File: config.mk
export PLATFORM = sky130hd
export DESIGN_NAME = miriscv_mem_arbiter
export DESIGN_NICKNAME = d
export VERILOG_FILES = /design/src/rtl/miriscv_mem_arbiter.sv
export SDC_FILE = /design/constraint.sdc
export NUM_CORES = 1
export LEC_CHECK = 0
export CAP_MARGIN = 20
export CORE_UTILIZATION = 30
export DETAILED_ROUTE_END_ITERATION = 7
export MAX_ROUTING_LAYER = met4
export PLACE_DENSITY = 0.84
export RECOVER_POWER = 50
export SLEW_MARGIN = 40
export SYNTH_ARGS = -nofsm -noshare
export SYNTH_HDL_FRONTEND = slang
export SYNTH_SLANG_ARGS = --single-unit
File: constraint.sdc
create_clock -name clk_i -period 1.7 [get_ports clk_i]
set_input_delay 0.255 -clock clk_i [delete_from_list [all_inputs] [get_ports clk_i]]
set_output_delay 0.255 -clock clk_i [all_outputs]
set_load 0.01 [all_outputs]
File: src/rtl/miriscv_mem_arbiter.sv
// Shares the single-port miriscv RAM between the fetch and load/store ports, one transaction at a time.
// Define ARB_ROUND_ROBIN_EN for round-robin arbitration; otherwise the data port has fixed priority.
module miriscv_mem_arbiter #(
  parameter int          RAM_SIZE  = 512,
  parameter logic [31:0] BASE_ADDR = 32'h0,
  localparam int         ADDR_W    = $clog2(RAM_SIZE)
) (
  input  logic              clk_i,
  input  logic              rst_i,

  input  logic              instr_req_i,
  input  logic [31:0]       instr_addr_i,
  output logic [31:0]       instr_rdata_o,
  output logic              instr_ack_o,
  output logic              instr_err_o,

  input  logic              data_req_i,
  input  logic              data_we_i,
  input  logic [3:0]        data_be_i,
  input  logic [31:0]       data_addr_i,
  input  logic [31:0]       data_wdata_i,
  output logic [31:0]       data_rdata_o,
  output logic              data_ack_o,
  output logic              data_err_o,

  output logic              mem_req_o,
  output logic              mem_we_o,
  output logic [3:0]        mem_be_o,
  output logic [ADDR_W-1:0] mem_addr_o,
  output logic [31:0]       mem_wdata_o,
  input  logic [31:0]       mem_rdata_i
);

  typedef enum logic [1:0] {
    ST_IDLE,
    ST_ACCESS,
    ST_RESP
  } state_t;

  typedef enum logic {
    PORT_INSTR,
    PORT_DATA
  } port_t;

  // Legal window is [RANGE_LO, RANGE_HI); one extra bit keeps the top bound from wrapping.
  localparam logic [32:0] RANGE_LO = {1'b0, BASE_ADDR};
  localparam logic [32:0] RANGE_HI = RANGE_LO + 33'(4 * RAM_SIZE);

  state_t      state;
  port_t       winner;
  logic        resp_zero;

  port_t       sel_port;
  logic        any_req;
  logic        sel_we;
  logic [3:0]  sel_be;
  logic [29:0] sel_waddr;
  logic [31:0] sel_wdata;
  logic        sel_in_range;
  logic [ADDR_W-1:0] sel_word;

  // Byte offset within a word is irrelevant for whole-word RAM accesses.
  logic        unused_addr_lsbs;
  assign unused_addr_lsbs = ^{instr_addr_i[1:0], data_addr_i[1:0]};

`ifdef ARB_ROUND_ROBIN_EN
  port_t last_grant;
`endif

  assign any_req = instr_req_i | data_req_i;

  // NOTE: every always_comb output gets a default first so no path leaves it unassigned (no latch).
  always_comb begin
    sel_port = PORT_INSTR;
`ifdef ARB_ROUND_ROBIN_EN
    if (instr_req_i && data_req_i) begin
      sel_port = (last_grant == PORT_DATA) ? PORT_INSTR : PORT_DATA;
    end else if (data_req_i) begin
      sel_port = PORT_DATA;
    end
`else
    if (data_req_i) begin
      sel_port = PORT_DATA;
    end
`endif
  end

  // The fetch port is always a full-word read.
  always_comb begin
    sel_we    = 1'b0;
    sel_be    = 4'hF;
    sel_waddr = instr_addr_i[31:2];
    sel_wdata = 32'h0;
    if (sel_port == PORT_DATA) begin
      sel_we    = data_we_i;
      sel_be    = data_be_i;
      sel_waddr = data_addr_i[31:2];
      sel_wdata = data_wdata_i;
    end
  end

  assign sel_in_range = ({1'b0, sel_waddr, 2'b00} >= RANGE_LO) &&
                        ({1'b0, sel_waddr, 2'b00} <  RANGE_HI);
  assign sel_word     = ADDR_W'(sel_waddr - BASE_ADDR[31:2]);

  // NOTE: sequential state uses non-blocking assignments only, so every register sees pre-edge values.
  always_ff @(posedge clk_i) begin
    if (rst_i) begin
      state       <= ST_IDLE;
      winner      <= PORT_INSTR;
      resp_zero   <= 1'b0;
      mem_req_o   <= 1'b0;
      mem_we_o    <= 1'b0;
      mem_be_o    <= 4'h0;
      mem_addr_o  <= '0;
      mem_wdata_o <= 32'h0;
      instr_ack_o <= 1'b0;
      instr_err_o <= 1'b0;
      data_ack_o  <= 1'b0;
      data_err_o  <= 1'b0;
    end else begin
      unique case (state)
        ST_IDLE: begin
          if (any_req) begin
            winner    <= sel_port;
            resp_zero <= sel_we | ~sel_in_range;
            if (sel_in_range) begin
              state       <= ST_ACCESS;
              mem_req_o   <= 1'b1;
              mem_we_o    <= sel_we;
              mem_be_o    <= sel_be;
              mem_addr_o  <= sel_word;
              mem_wdata_o <= sel_wdata;
            end else begin
              // Out-of-range requests skip the RAM entirely and answer next cycle.
              state       <= ST_RESP;
              instr_ack_o <= (sel_port == PORT_INSTR);
              instr_err_o <= (sel_port == PORT_INSTR);
              data_ack_o  <= (sel_port == PORT_DATA);
              data_err_o  <= (sel_port == PORT_DATA);
            end
          end
        end

        ST_ACCESS: begin
          state       <= ST_RESP;
          mem_req_o   <= 1'b0;
          mem_we_o    <= 1'b0;
          mem_be_o    <= 4'h0;
          mem_addr_o  <= '0;
          mem_wdata_o <= 32'h0;
          instr_ack_o <= (winner == PORT_INSTR);
          data_ack_o  <= (winner == PORT_DATA);
        end

        ST_RESP: begin
          state       <= ST_IDLE;
          resp_zero   <= 1'b0;
          instr_ack_o <= 1'b0;
          instr_err_o <= 1'b0;
          data_ack_o  <= 1'b0;
          data_err_o  <= 1'b0;
        end

        default: state <= ST_IDLE;
      endcase
    end
  end

`ifdef ARB_ROUND_ROBIN_EN
  always_ff @(posedge clk_i) begin
    if (rst_i) begin
      last_grant <= PORT_INSTR;
    end else if (state == ST_IDLE && any_req) begin
      last_grant <= sel_port;
    end
  end
`endif

  // RAM data arrives during the ack cycle, so read data is steered straight through.
  assign instr_rdata_o = (instr_ack_o && !resp_zero) ? mem_rdata_i : 32'h0;
  assign data_rdata_o  = (data_ack_o  && !resp_zero) ? mem_rdata_i : 32'h0;

endmodule

After elaboration in Yosys (flattened, before gate mapping):

Index checks and enable logic that the tools add are counted.

* output and inout port bits: 115
* register bits: 55
* word-level logic and storage cells: 70
* RAM bits: 0
* memory bits (read-only): 0
* input bits: 137
* latch bits: 0
* memories kept: 0

* $add $sub $neg: 0
* equality and inequality tests: 5
* muxes and demuxes: 35
* shifts and indexed selects: 0
* $lt $le $gt $ge: 1
* divide/modulo/power cells: 0
* bitwise logic cells: 5
* $mul: 0
* reduce and logical (&&, ||, !) cells: 12

Operators with widths (count)
* 32-bit 2-to-1 mux: 5
* 32-bit case mux with 2 select lines: 1
* 32-bit by 12-bit less-than comparator with 1-bit output (second input constant): 1
* 30-bit 2-to-1 mux: 1
* 9-bit 2-to-1 mux: 2
* 9-bit case mux with 2 select lines: 1
* 4-bit 2-to-1 mux: 3
* 1-bit 2-to-1 mux: 11
* 1-bit case mux with 2 select lines: 5
* 3-bit AND reduction: 3
* 4-bit case mux with 2 select lines: 1
* 2-bit != test (second input constant): 3
* 1-bit case mux with 3 select lines: 2
* 2-bit 2-to-1 mux: 2
* 2-bit case mux with 2 select lines: 1
* 2-bit AND reduction: 2
* 2-bit nonzero test: 2
* 1-bit inverter: 3
* 3-bit nonzero test: 1
* 2-bit by 1-bit == test with 1-bit output (second input constant): 1
* 2-bit == test (second input constant): 1
* 1-bit logical AND: 2
* 2-bit zero test: 1
* 1-bit OR: 2
* 1-bit zero test: 1

Longest topological paths before layout:

* word-level depth: 7
* depth in mapped cells: 9
* mapped depth without buffers: 7

Worst setup path before layout:

No wires, ideal clock.

* kind: reg2reg
* start point: reg state[0]
* end point: reg mem_addr_o[0]
* arrival: 1738 ps
* period minus slack after synthesis: 1810 ps
* buffers on the path: 3
* cell stages (with the launch flop): 10
* path slack: -110 ps
* setup time: 72 ps
* required time: 1628 ps
* cell sequence: dfxtp_1 inv_1 ha_1 clkbuf_1 inv_1 a21oi_1 clkbuf_1 clkbuf_1 nand2_1 mux2i_1

* cells in the longest elaborated chain, start to end: 3

RTL lines
* start, declared: RTL line 49 `state_t state;`
* start signal, assigned: RTL line 109 `state <= ST_IDLE;`
* start signal, assigned: RTL line 128 `state <= ST_ACCESS;`
* start signal, assigned: RTL line 136 `state <= ST_RESP;`
* 2-bit by 1-bit == test with 1-bit output / 2-bit zero test (equally long branches): RTL line 122 `unique case (state)`
* 2-bit nonzero test (no source line) / 2-bit != test (equally long branches)
* 3-bit AND reduction (no source line)
* end signal, assigned: RTL line 132 `mem_addr_o <= sel_word;`
* end, declared: RTL line 29 `output logic [ADDR_W-1:0] mem_addr_o,`

Parallel ways exist; a longest one is shown, timed or not.
A chain may end at the register's enable or synchronous reset.

Worst setup path after layout:

* start point: in data_addr_i[21]
* end point: reg mem_wdata_o[14]

* cells in the longest elaborated chain, start to end: 4

RTL lines
* start, declared: RTL line 20 `input logic [31:0] data_addr_i,`
* 30-bit 2-to-1 mux: RTL line 94 `if (sel_port == PORT_DATA) begin`
* 32-bit by 12-bit less-than comparator with 1-bit output: RTL line 103 `({1'b0, sel_waddr, 2'b00} < RANGE_HI);`
* 2-bit != test (no source line)
* 3-bit AND reduction (no source line)
* end signal, assigned: RTL line 133 `mem_wdata_o <= sel_wdata;`
* end, declared: RTL line 30 `output logic [31:0] mem_wdata_o,`

Every way passes these cells.

==> impl_metrics.yaml <==
run_status:
  run_status: "finished clean"
synthesis:
  yosysMostFrequentCell: "nand2_1"
  yosysSeqAreaShare_pct: 36.33
  synth_edf_count: 0
  synth_common_cells: "93 x nand2_1, 64 x and2_1, 55 x dfxtp_1"
  async_reset_ff_share_pct: 0
  avgSynthCellArea_um2: 8.325
  synth_area_leaders: "dfxtp_1 36%, mux2i_1 16%, and2_1 13%, nand2_1 12%, mux2_2 3.3%"
  synth_cells: 364
  synth_top_cell_by_area: "dfxtp_1"
  synth_area_mm2: 0.003030
  synthFlopType: "dfxtp_1"
  synthesis.nets: 505
  yosys_warnings: 0
  synth_top_area_share_pct: 36.33
  synth_seq_cells: 55
  yosysUniqueCellTypes: 36
drt:
  ant_nets: 0
  post_drt_wl_per_cell_um: 14.84
  drt-total-wl_um: 11320
  via_count: 3525
  drt_iter0_markers: 131
  viasPerCell: 4.620
  drc: 0
  drtPass1Iterations: 4
power_and_ir_drop:
  p_clk_share_pct: 28.3
  p_per_area_mw_per_mm2: 525.1
  peakVddDrop_mv: 0.3639
  p_sw_share_pct: 26.46
  power.leakage_nw: 2.911
  power_switching_mw: 0.8306
  p_comb_share_pct: 29.5
  p_int_mw: 2.309
  seqPwrFrac_pct: 42.2
setup_path:
  critPathKind: "in -> reg"
  cp-start-kind: "input pin"
  required_ns: 1.93
  crit_arrival_ns: 1.87
  cpPeakStageDelay_ns: 0.52
  crit_start: "data_addr_i[21]"
  cp-end-kind: "flop"
  r2r_start: "state[1]"
  path_cells: "clkdlybuf4s15_1, or4_4, nor4_4, buf_4, o21bai_4, clkbuf_16, mux2i_1"
  cp_max_fo: 7
  crit_slowest_cell: "or4_4"
  reg2reg_depth: 6
final_layout:
  final.fill_count: 857
  syn2layout_area_growth_pct: 97.27
  fin_nets: 769
  drive_gt1_share_pct: 17.49
clocking:
  cts_made_buffers: 5
  root_buffer: "clkbuf_8"
  insertion_delay_ns: 0.31
  path_clk_slew_ns: 0.10
  cts_tree: "yes"
  h-tree-depth: 2
  hold_buffers: 0
  clock_sinks: 55
  cts.path.max_buffers: 2
sta:
  period_needed_ns: 1.643
  final_hold_viol_count: 0
  slew_headroom_pct: 71.38
  slew_viol_final: 0
  fin_ws_ns: 0.05698
  finalCritPeriodShare_pct: 96.65
  rsz0062_at_grt: "yes"
  finClkSkew_ns: 0.008293
  whs_ns: 0.4573
  worst_pin_slew_ns: 0.4281
  setup_viol: 0
  max_freq_ghz: 0.6086
placed_design:
  dp_hpwl_um: 8636
  place_ws_ns: -0.5259
  gp_congestion: 0.9197
  portBuffers: 247
floorplanning:
  start_util_pct: 31.00
  dieWidth_um: 102.5
  fp.dieH_um: 102.5
  rows: 36
  core_area_mm2: 0.009774
  dieArea_mm2: 0.01051
  ioPinCount: 252
grt:
  grt_pass1_wl_um: 16730
  grt_pass1_vias: 3587
  antenna_found_initial: 1
  grt_usage_pct: 21.06
  grt-ovfl-total: 0
  grt_max_degree: 48
min_path:
  whs_path_depth: 2
  holdCritPathClass: "reg -> reg"
  min-delay-start: "mem_be_o[2]"
job:
  max_cap_violations: 0
[stage by stage]
step / instances / setup TNS, ns / util, % / power, mW / cell area, µm²
2_1_floorplan: 364 / -2.446 / - / 1.682 / 3038
3_3_place_gp: 743 / -21.07 / 59.45 / 2.318 / 5811
3_5_place_dp: 743 / -22.08 / 59.45 / 2.337 / 5811
4_1_cts: 765 / -0.8235 / 61.90 / 3.171 / 6051
5_1_grt: 763 / -0.04598 / 61.16 / 3.309 / 5978
6_report: 763 / 0 / 61.16 / 3.139 / 5978
[critical path, delay by kind of cell]
family / cells / cell delay [ns]
muxes: 1 / 0.18
and+or+nand+nor: 2 / 0.76
buffers and inverters: 3 / 0.54
AOI/OAI and AO/OA: 1 / 0.14
[worst paths after layout]
kind / endpoint / slack (ns)
max: mem_wdata_o[14] / 0.06
max reg2reg: mem_wdata_o[14] / 0.08
min reg2reg: mem_be_o[2] / 0.46
min: mem_be_o[2] / 0.46
[cell usage in the layout, fill, tap and decap left out, types with 3 or more instances in the layout]
cell type        synthesis  routed
mux2i_1                 48      48
clkbuf_8                 0       5
nor2_1                   8       6
dfxtp_1                 55      52
mux2_2                   9       9
dlygate4sd2_1            0      42
buf_2                    2       3
clkdlybuf4s15_2          0      10
buf_4                    0      23
nor3_1                   4       3
clkbuf_2                 0      20
nand2_1                 93      93
nor4_2                   0       6
buf_12                   0       6
dlygate4sd3_1            0      51
clkbuf_1                17       4
inv_1                    5       5
and2_1                  64      63
clkdlybuf4s15_1          0      25
clkdlybuf4s50_1          0      93
buf_6                    4       3
o21ai_0                  9       8
[power by group through the flow]
stage               registers (mW)  clock network [mW]  logic (mW)
finish                        1.32               0.888       0.927
global placement              1.35                   0       0.970
detailed placement            1.35                   0       0.987
CTS                           1.33               0.912       0.933
global route                  1.33               0.974        1.01
floorplan                     1.35                   0       0.330
[what timing repair did]
item | in CTS | in global routing
gates cloned | 4 | 2
buffers inserted | 11 | 2
setup endpoints to repair | 118 | 91
gates resized for setup | 156 | 78
pin swaps | 17 | 9
[layer usage]
layer  part of all wire [%]  vias up  GRT usage [%]
met4                    1.8        0          6.044
met3                    7.0       14          4.542
met1                     37     1612          21.05
met5                      0        -              -
li1                       -     1743              -
met2                     54      156          40.56
[registers in the layout (all words and copies together), names as in the netlist]
name         flops
data_ack_o       1
mem_be_o         4
mem_addr_o       9
resp_zero        1
mem_wdata_o     32
mem_req_o        1
state            2
instr_err_o      1
instr_ack_o      1
winner           1
mem_we_o         1
data_err_o       1
[layout make-up]
type | instances | area (µm²) | share of cell area (%)
Timing Repair Buffer | 281 | 2675 | 44.75
Inverter | 5 | 18.77 | 0.3139
Multi-Input combinational cell | 280 | 1897 | 31.73
Clock inverter | 2 | 38.79 | 0.6488
Sequential cell | 55 | 1107 | 18.52
Clock buffer | 6 | 72.57 | 1.214
Antenna cell | 1 | 2.502 | 0.04186
Tap cell | 133 | 166.4 | 2.784
[cells by family after synthesis]
logic type	after synthesis	share of synthesized area, %
mux	57	19.20
compound gates	23	4.831
simple gates	196	33.32
buf+inv	29	4.665
flops	55	36.33
fa+ha+maj	4	1.652
(Power assumes the default switching activity.)
